--- src/rtl/alu_issue_ctrl.sv ---
// alu_issue_ctrl: two-stage ALU issue/collect controller; define ALU_ISSUE_BNE_EN to add bne branch resolution
module alu_issue_ctrl #(
  parameter int WIDTH = 64,
  parameter int CNT_W = 32
) (
  input  logic             clk,
  input  logic             reset,
  input  logic             in_valid,
  output logic             in_ready,
  input  logic [1:0]       alu_op_main,
  input  logic [2:0]       funct3,
  input  logic             funct7_5,
  input  logic [WIDTH-1:0] in_a,
  input  logic [WIDTH-1:0] in_b,
  output logic [WIDTH-1:0] alu_a,
  output logic [WIDTH-1:0] alu_b,
  output logic [3:0]       alu_ctrl,
  input  logic [WIDTH-1:0] alu_result,
  input  logic             alu_zero,
  output logic             out_valid,
  input  logic             out_ready,
  output logic [WIDTH-1:0] out_result,
  output logic             out_zero,
  output logic             out_take_branch,
  output logic             out_illegal,
  output logic [CNT_W-1:0] op_count
);
  logic       s1_valid, s1_ill, s1_br, s1_bne;
  logic       accept, move, take, dec_bne;
  logic [3:0] r_ctrl, b_ctrl, dec_ctrl;
  logic [3:0] rf;
  assign rf = {funct7_5, funct3};
  assign r_ctrl = rf == 4'b0000 ? 4'b0010 :
                  rf == 4'b1000 ? 4'b0110 :
                  rf == 4'b0111 ? 4'b0000 :
                  rf == 4'b0110 ? 4'b0001 :
                  rf == 4'b1100 ? 4'b1100 : 4'b1111;
`ifdef ALU_ISSUE_BNE_EN
  assign b_ctrl = funct3[2:1] == 2'b00 ? 4'b0110 : 4'b1111;
  assign dec_bne = funct3 == 3'b001;
`else
  assign b_ctrl = 4'b0110;
  assign dec_bne = 1'b0;
`endif
  assign dec_ctrl = alu_op_main == 2'b00 ? 4'b0010 :
                    alu_op_main == 2'b01 ? b_ctrl :
                    alu_op_main == 2'b10 ? r_ctrl : 4'b1111;
  assign in_ready = !s1_valid || !out_valid || out_ready;
  assign accept = in_valid && in_ready;
  assign move = s1_valid && (!out_valid || out_ready);
  assign take = s1_br && !s1_ill && (s1_bne ? !alu_zero : alu_zero);
  always_ff @(posedge clk)
    if (reset) begin
      s1_valid        <= 1'b0;
      s1_ill          <= 1'b0;
      s1_br           <= 1'b0;
      s1_bne          <= 1'b0;
      alu_a           <= '0;
      alu_b           <= '0;
      alu_ctrl        <= 4'b0000;
      out_valid       <= 1'b0;
      out_result      <= '0;
      out_zero        <= 1'b0;
      out_take_branch <= 1'b0;
      out_illegal     <= 1'b0;
      op_count        <= '0;
    end else begin
      s1_valid  <= accept || (s1_valid && !move);
      out_valid <= move || (out_valid && !out_ready);
      if (accept) begin
        alu_a    <= in_a;
        alu_b    <= in_b;
        alu_ctrl <= dec_ctrl;
        s1_ill   <= dec_ctrl == 4'b1111;
        s1_br    <= alu_op_main == 2'b01;
        s1_bne   <= dec_bne;
      end
      if (move) begin
        out_result      <= alu_result;
        out_zero        <= alu_zero;
        out_take_branch <= take;
        out_illegal     <= s1_ill;
      end
      if (out_valid && out_ready) op_count <= op_count + CNT_W'(1);
    end
endmodule

--- config.mk ---
export PLATFORM = sky130hd
export DESIGN_NAME = alu_issue_ctrl
export DESIGN_NICKNAME = d
export VERILOG_FILES = /design/src/rtl/alu_issue_ctrl.sv
export SDC_FILE = /design/constraint.sdc
export NUM_CORES = 1
export LEC_CHECK = 0
export ABC_AREA = 1
export CORE_AREA = 5 5 227 174
export CTS_CLUSTER_SIZE = 8
export DETAILED_ROUTE_END_ITERATION = 8
export DIE_AREA = 0 0 232 179
export PLACE_DENSITY = 0.48
export REMOVE_ABC_BUFFERS = 1
export SYNTH_ARGS = -nofsm -noshare
export SYNTH_HDL_FRONTEND = slang
export SYNTH_SLANG_ARGS = --single-unit
export TNS_END_PERCENT = 100
--- constraint.sdc ---
create_clock -name clk -period 2.1 [get_ports clk]
set_input_delay 0.21 -clock clk [delete_from_list [all_inputs] [get_ports clk]]
set_output_delay 0.21 -clock clk [all_outputs]
set_load 0.005 [all_outputs]
After elaboration in Yosys (flattened, before gate mapping)

Cells that the tools add are included.
Widths: inputs -> output; s select.

Register bits: 235
Bits in latches: 0
Memory bits (writable): 0
ROM bits: 0
Bits of input ports: 203
Memories kept: 0

$add $sub $neg: 1
Multipliers: 0
Div/mod/pow operators: 0
$lt $le $gt $ge: 0
Equality and inequality tests: 7
Shifts and indexed selects: 0
Mux-type cells: 8
Bitwise gates (word level): 0
Reductions and logical operators: 19

Operators with widths:

| operator              | count |
|---|---|
| $add 32x1->32 const B | 1 |
| $mux 4                | 7 |
| $eq 4x4->1 const B    | 3 |
| $eq 4x3->1 const B    | 2 |
| $logic_and 1x1->1     | 7 |
| $logic_not 1->1       | 5 |
| $logic_or 1x1->1      | 5 |
| $logic_not 4->1       | 1 |
| $eq 2x1->1 const B    | 1 |
| $eq 2x2->1 const B    | 1 |
| $logic_not 2->1       | 1 |
| $mux 2                | 1 |

Logic depth before layout (Yosys ltp)

Gate-level depths: netlist of run 1.

Depth in word-level cells: 10
Gate-level depth with buffers: 9
Mapped depth without buffers: 9

Worst setup path before layout of run 1

Ideal clock, no wire load.

Kind: reg2reg
Start point: reg op_count[1]
End point: reg op_count[26]
Data arrival time: 1.280 ns
Path slack: 0.705 ns
Stages on the path, launching flop included: 9
Path buffers: 0
Cells stage by stage: dfxtp_1 > ha_1 > nand3_2 > nor2_4 > nand3b_1 > nor2_1 > nand3_1 > nand2_1 > nor2_1

Word-level cells in the longest chain between the ends: 1

RTL lines:

| what                     | line | RTL |
|---|---|---|
| start: declaration       | 26   | `output logic [CNT_W-1:0] op_count` |
| start signal: assignment | 84   | `if (out_valid && out_ready) op_count <= op_count + CNT_W'(1);` |
| $add 32x1->32            | 84   |  |

Every way passes these cells.
A chain may end at the register's enable or synchronous reset.

Final worst setup path of run 1

Start point: reg out_valid
End point: out in_ready

Word-level cells in the longest chain between the ends: 3

RTL lines:

| what                           | line | RTL |
|---|---|---|
| start: declaration             | 20   | `output logic out_valid,` |
| start signal: assignment       | 69   | `out_valid <= move \|\| (out_valid && !out_ready);` |
| $logic_not 1->1                | 48   | `assign in_ready = !s1_valid \|\| !out_valid \|\| out_ready;` |
| $logic_or 1x1->1 (2 in series) | 48   |  |
| end: declaration               | 9    | `output logic in_ready,` |

Every way passes these cells.

==> impl_metrics.env, run 1 <==
export IMPL_status="completed"
export IMPL_synth_ff_type="dfxtp_1"
export IMPL_path_max_fanout=5
export IMPL_finalMaxSlewViolations=0
export IMPL_setup_viol=0
export IMPL_crit_path_max_incr_delay_ns=0.50
export IMPL_drv_cap=0
export IMPL_crit_family="buffers and inverters"
export IMPL_cp_cell_sequence="nand3_2 > clkdlybuf4s50_1"
export IMPL_grt_pass1_vias=8724
export IMPL_syn_area_mm2=0.00879
export IMPL_cts_resized_gates=0
export IMPL_htree_levels=2
export IMPL_dp_hpwl_um=25000
export IMPL_worst_setup_path_type="reg2out"
export IMPL_grt_util_all_layers=0.157
export IMPL_initial_utilization=0.239
export IMPL_gp_congestion=0.762
export IMPL_rr_endpoint="op_count[26]"
export IMPL_synth_edf_count=0
export IMPL_core_area_mm2=0.0368
export IMPL_path_clk_slew_ns=0.05
export IMPL_wl_per_cell_um=16.3
export IMPL_whs_ns=0.332
export IMPL_reg2reg_from="op_count[1]"
export IMPL_fmax_mhz=563
export IMPL_grt_max_degree=111
export IMPL_dr_pass1_iters=5
export IMPL_startpoint_type="flip-flop"
export IMPL_worstPathRequired_ns=1.89
export IMPL_rows=61
export IMPL_cp_num_buf_inv=1
export IMPL_die_w_um=232
export IMPL_io_pins=436
export IMPL_p_leak_nw=5.76
export IMPL_area_delta_synth_final_pct=66.6
export IMPL_vias_per_cell=4.25
export IMPL_netlist_instances=1173
export IMPL_power_per_cell_area_mw_per_mm2=783
export IMPL_grt_pass1_wl_um=52000
export IMPL_drtIter0Drc=467
export IMPL_pre_cts_ws_ns=0.262
export IMPL_yosys_area_share_simple=0.271
export IMPL_cts_tree="built"
export IMPL_synth_top_family_by_area="simple AND/OR/NAND/NOR gates"
export IMPL_synthMuxAreaShare=0
export IMPL_drt_wl_total_um=34400
export IMPL_synth_top_area_frac=0.535
export IMPL_cts_path_max_buffers=3
export IMPL_hp_class="in2reg"
export IMPL_via_count=8934
export IMPL_ys_ff_latch=235
export IMPL_worst_skew_pair_late_latency_ns=0.50
export IMPL_final_nets=1802
export IMPL_hold_start="alu_result[32]"
export IMPL_drive_above_1_share=0.0482
export IMPL_synth_compound_area_frac=0.133
export IMPL_hold_buffers=0
export IMPL_max_slew_margin_rel=0.694
export IMPL_critPathLaunch="out_valid"
export IMPL_place_inst=2065
export IMPL_fp_dieArea_mm2=0.0415
export IMPL_overflow=0
export IMPL_diodes=0
export IMPL_critPathArrivalTime_ns=1.57
export IMPL_chipHeight_um=179
export IMPL_syn_area_per_cell_um2=7.49
export IMPL_crit_path_top_delay_cell="clkdlybuf4s50_1"
export IMPL_drc=0
export IMPL_portBuffers=435
export IMPL_synth_seq_area_share=0.535
export IMPL_fin_cells=2103
export IMPL_ys_warn_count=0
export IMPL_ant_nets=0
export IMPL_synth_xor_area_frac=0.00199
export IMPL_antenna_found_initial=2
export IMPL_synth_common_cells="nor2_1 (445), dfxtp_1 (235), o21ai_0 (199), nand2_1 (78), inv_1 (46)"
export IMPL_min_period_ns=1.78
export IMPL_cts_root_buf="clkbuf_16"
export IMPL_final_setup_skew_ns=0.0148
export IMPL_finalCritPeriodShare=0.847
export IMPL_worstSetupPathDepth=2
export IMPL_cts_setup_buffers=0
export IMPL_vdd_drop_max_mv=0.497
export IMPL_hold_viol=0
export IMPL_synth_fa_ha_area_frac=0.00142
export IMPL_cts_buffers=35
export IMPL_setup_slack_ns=0.322
export IMPL_yosys_area_top_type="dfxtp_1"
export IMPL_synth_area_leaders="dfxtp_1 (54%), nor2_1 (19%), o21ai_0 (11%)"
export IMPL_fin_util=0.398
export IMPL_async_flop_share=0
export IMPL_synth_cell_types=30
export IMPL_reg2reg_slack_ns=0.51
export IMPL_nFillCells=3847
export IMPL_numClockSinks=235
export IMPL_end_kind="primary output"
export IMPL_r2r_cells=8
export IMPL_endpoint="in_ready"
export IMPL_rsz0062_at_grt="no"
export IMPL_worstMarginPinSlew_ns=0.459
export IMPL_synth_most_common_cell="nor2_1"
## cell type report
class / count / area [µm²] / area share
tap: 504 / 631 / 0.0431
sequential: 235 / 4700 / 0.321
timing repair buffer: 456 / 4620 / 0.316
clock inverter: 2 / 13.8 / 0.000940
multi-input combinational: 823 / 3590 / 0.245
clock buffer: 36 / 890 / 0.0608
inverter: 47 / 184 / 0.0126
## report_power, final
part	total, mW	switching, mW	internal [mW]
logic	1.68	0.671	1.01
clock network	4.87	1.91	2.96
registers	4.91	0.148	4.76
## routing by layer
layer  GRT usage  part of all wire
met1       0.198              0.43
met2       0.264              0.47
met4      0.0423             0.022
met5           0           0.00079
met3      0.0480             0.071
## registers in the layout, indices dropped and copies added, names as in the netlist
name	count
s1_br	1
out_illegal	1
s1_valid	1
alu_a	64
out_zero	1
alu_ctrl	4
alu_b	64
out_result	64
op_count	32
s1_ill	1
out_valid	1
out_take_branch	1
## stage by stage
stage          total power, mW  TNS (ns)  cell area (µm²)
2_1_floorplan             5.51   -187.76             8460
3_3_place_gp              6.69         0            13700
3_5_place_dp              6.71         0            13700
4_1_cts                   11.7         0            14600
5_1_grt                   12.1         0            14600
6_report                  11.5         0            14600
## how the worst min path moves through the flow
stage                            to  cells after the start
detailed placement  out_take_branch                      2
floorplan               alu_ctrl[3]                      1
global placement    out_take_branch                      2
CTS                  out_result[32]                      3
global route         out_result[58]                      3
finish               out_result[32]                      3
## layout by cell type, fill, tap and decap left out, drive strengths merged
cell type / synthesis / final
nor3: 5 / 5
o211ai: 1 / 1
a21oi: 23 / 23
clkinv: 0 / 1
xor2: 1 / 1
nand3: 34 / 34
ha: 1 / 1
nand3b: 2 / 2
xnor2: 1 / 1
clkdlybuf4s50: 0 / 435
nor2: 453 / 453
clkbuf: 36 / 36
nand4: 11 / 11
inv: 47 / 48
and3: 2 / 2
buf: 32 / 21
o21a: 2 / 2
o21ai: 204 / 204
o211a: 1 / 1
nand2: 82 / 82
dfxtp: 235 / 235
## worst register-to-register path, cell delays in order (launching register included)
cell	delay, ns
dfxtp_1	0.40
ha_1	0.19
nand3_2	0.10
nor2_4	0.19
nand3b_1	0.14
nor2_1	0.26
nand3_1	0.11
nand2_1	0.07
nor2_1	0.04
## logic make-up after synthesis
kind of cell	count (synthesis)
xor+xnor	2
simple gates	589
compound gates	231
flops	235
buf+inv	115
fa+ha+maj	1
No activity file was read; power rests on OpenSTA's default activity.
==> run 2: changes to the inputs <==
clock period = 1.85 ns   (was 2.1 ns; I/O delays follow)
==> run 2 against run 1 <==
Compared with the run above:
- final cell count up 0.48%
- final area up 0.47%
- first-iteration DRC count down 1.5%
- critical path type unchanged
- critical endpoint is now op_count[14]
==> impl_metrics.env, run 2 (synthesis gave the netlist of run 1 again) <==
export IMPL_status="completed"
export IMPL_worstPathRequired_ns=1.66
export IMPL_final_setup_skew_ns=0.00806
export IMPL_sequentialPowerShare=0.424
export IMPL_rr_endpoint="op_count[26]"
export IMPL_finalCritPeriodShare=0.939
export IMPL_switching_share=0.239
export IMPL_multi_input_area_mm2=0.00359
export IMPL_path_clk_slew_ns=0.05
export IMPL_rows=61
export IMPL_drv_cap=0
export IMPL_gp_congestion=0.770
export IMPL_final_area_mm2=0.0147
export IMPL_dr_pass1_iters=7
export IMPL_ant_nets=0
export IMPL_worstMarginPinSlew_ns=0.380
export IMPL_drtIter0Drc=460
export IMPL_power_per_cell_area_mw_per_mm2=894
export IMPL_pre_cts_ws_ns=0.0463
export IMPL_cts_root_buf="clkbuf_16"
export IMPL_wl_per_cell_um=16.3
export IMPL_drc=0
export IMPL_min_period_ns=1.74
export IMPL_grt_pass1_wl_um=51700
export IMPL_fin_util=0.400
export IMPL_min_path_cells=3
export IMPL_hold_start="in_a[1]"
export IMPL_crit_path_max_incr_delay_ns=0.57
export IMPL_cp_cell_sequence="clkdlybuf4s50_1"
export IMPL_nFillCells=3794
export IMPL_critPathArrivalTime_ns=1.55
export IMPL_crit_path_top_delay_cell="clkdlybuf4s50_1"
export IMPL_numClockSinks=235
export IMPL_drive_above_1_share=0.0523
export IMPL_rsz0062_at_grt="no"
export IMPL_hp_class="in2reg"
export IMPL_startpoint_type="flip-flop"
export IMPL_worst_setup_path_type="reg2out"
export IMPL_p_sw_mw=3.14
export IMPL_fmax_mhz=576
export IMPL_area_delta_synth_final_pct=67.4
export IMPL_mostFrequentLayoutCells="nor2_1 (445), clkdlybuf4s50_1 (434), dfxtp_1 (234)"
export IMPL_final_common_cell="nor2_1"
export IMPL_total_power_mw=13.1
export IMPL_hold_path_end="alu_a[1]"
export IMPL_setup_viol=0
export IMPL_cp_num_buf_inv=1
export IMPL_reg2reg_slack_ns=0.24
export IMPL_vias_per_cell=4.23
export IMPL_grt_pass1_vias=8656
export IMPL_htree_levels=2
export IMPL_vdd_drop_max_mv=0.557
export IMPL_setup_slack_ns=0.114
export IMPL_register_area_mm2=0.00471
export IMPL_p_comb_frac=0.146
export IMPL_final_nets=1807
export IMPL_via_count=8944
export IMPL_grt_max_degree=90
export IMPL_r2r_cells=8
export IMPL_overflow=0
export IMPL_portBuffers=435
export IMPL_finalMaxSlewViolations=0
export IMPL_hold_viol=0
export IMPL_crit_family="buffers and inverters"
export IMPL_cts_path_max_buffers=3
export IMPL_hold_buffers=0
export IMPL_reg2reg_from="op_count[1]"
export IMPL_p_leak_nw=5.81
export IMPL_place_inst=2070
export IMPL_grt_util_all_layers=0.157
export IMPL_clkPwrFrac=0.430
export IMPL_dpl_cell_area_mm2=0.0138
export IMPL_dp_hpwl_um=25100
export IMPL_intPower_mw=10.0
export IMPL_chipHeight_um=179
export IMPL_path_max_fanout=8
export IMPL_initial_utilization=0.239
export IMPL_antenna_found_initial=4
export IMPL_drt_wl_total_um=34300
export IMPL_end_kind="primary output"
export IMPL_core_area_mm2=0.0368
export IMPL_worst_skew_pair_late_latency_ns=0.51
export IMPL_max_slew_margin_rel=0.746
export IMPL_io_pins=436
export IMPL_top_regs="alu_a x64, alu_b x64, out_result x64"
export IMPL_die_w_um=232
export IMPL_cts_tree="built"
export IMPL_cts_buffers=35
export IMPL_fin_cells=2113
export IMPL_fp_dieArea_mm2=0.0415
[run 2: cell count changes in the layout (fill, tap and decap cells not counted), sizes merged]
cell           previous run  this run
clkdlybuf4s50           435       434
diode                     0         2
clkbuf                   36        38
clkinv                    1         2
buf                      21        26
dlymetal6s2s              0         1
[run 2: worst max-delay path by stage]
stage / from / to / slack [ns] / cells past startpoint
final: op_count[14] / op_count[14] / 0.11 / 1
after global routing: op_count[27] / op_count[27] / 0.009 / 1
after CTS: out_valid / in_ready / 0.004 / 2
after detailed placement: out_ready / op_count[26] / 0.05 / 8
after global placement: out_ready / op_count[26] / 0.05 / 8
after floorplan: out_valid / s1_br / -1.22 / 5
[run 2: tightest hold or removal path, cell delays in order]
cell	delay [ns]
clkdlybuf4s50_1	0.39
o21ai_0	0.15
nor2_1	0.04
[run 2: layer usage]
layer  share of wire  global-route usage  vias up
met4           0.029              0.0573        4
met1            0.43               0.196     4002
met3           0.072              0.0491       62
met2            0.47               0.258      258
li1                -                   -     4618
met5         0.00079                   0        -
[run 2: metrics by stage]
stage / TNS [ns] / hold slack, ns
final: 0 / 0.296
after global routing: 0 / 0.289
after CTS: 0 / 0.258
after detailed placement: 0 / 0.461
after global placement: 0 / 0.456
after floorplan: -238.58 / 0.254
[run 2: area by class of cell]
cell class | instances | area share
Tap cell | 504 | 0.0429
Inverter | 47 | 0.0125
Antenna cell | 2 | 0.000340
Clock inverter | 3 | 0.00204
Sequential cell | 235 | 0.320
Multi-Input combinational cell | 823 | 0.244
Timing Repair Buffer | 461 | 0.316
Clock buffer | 38 | 0.0618
[run 2: timing repair]
| item | in CTS | in global routing |
|---|---|---|
| buffers inserted | 0 | 0 |
| endpoints found under the setup margin | 0 | 2 |
| gates resized for setup | 0 | 2 |
[run 2: power groups by stage]
stage / registers, mW / clock network [mW] / logic [mW]
after floorplan: 5.69 / 0 / 0.566
after CTS: 5.57 / 5.92 / 1.96
after global placement: 5.66 / 0 / 1.95
after detailed placement: 5.67 / 0 / 1.95
final: 5.57 / 5.65 / 1.92
after global routing: 5.61 / 6.14 / 2.11
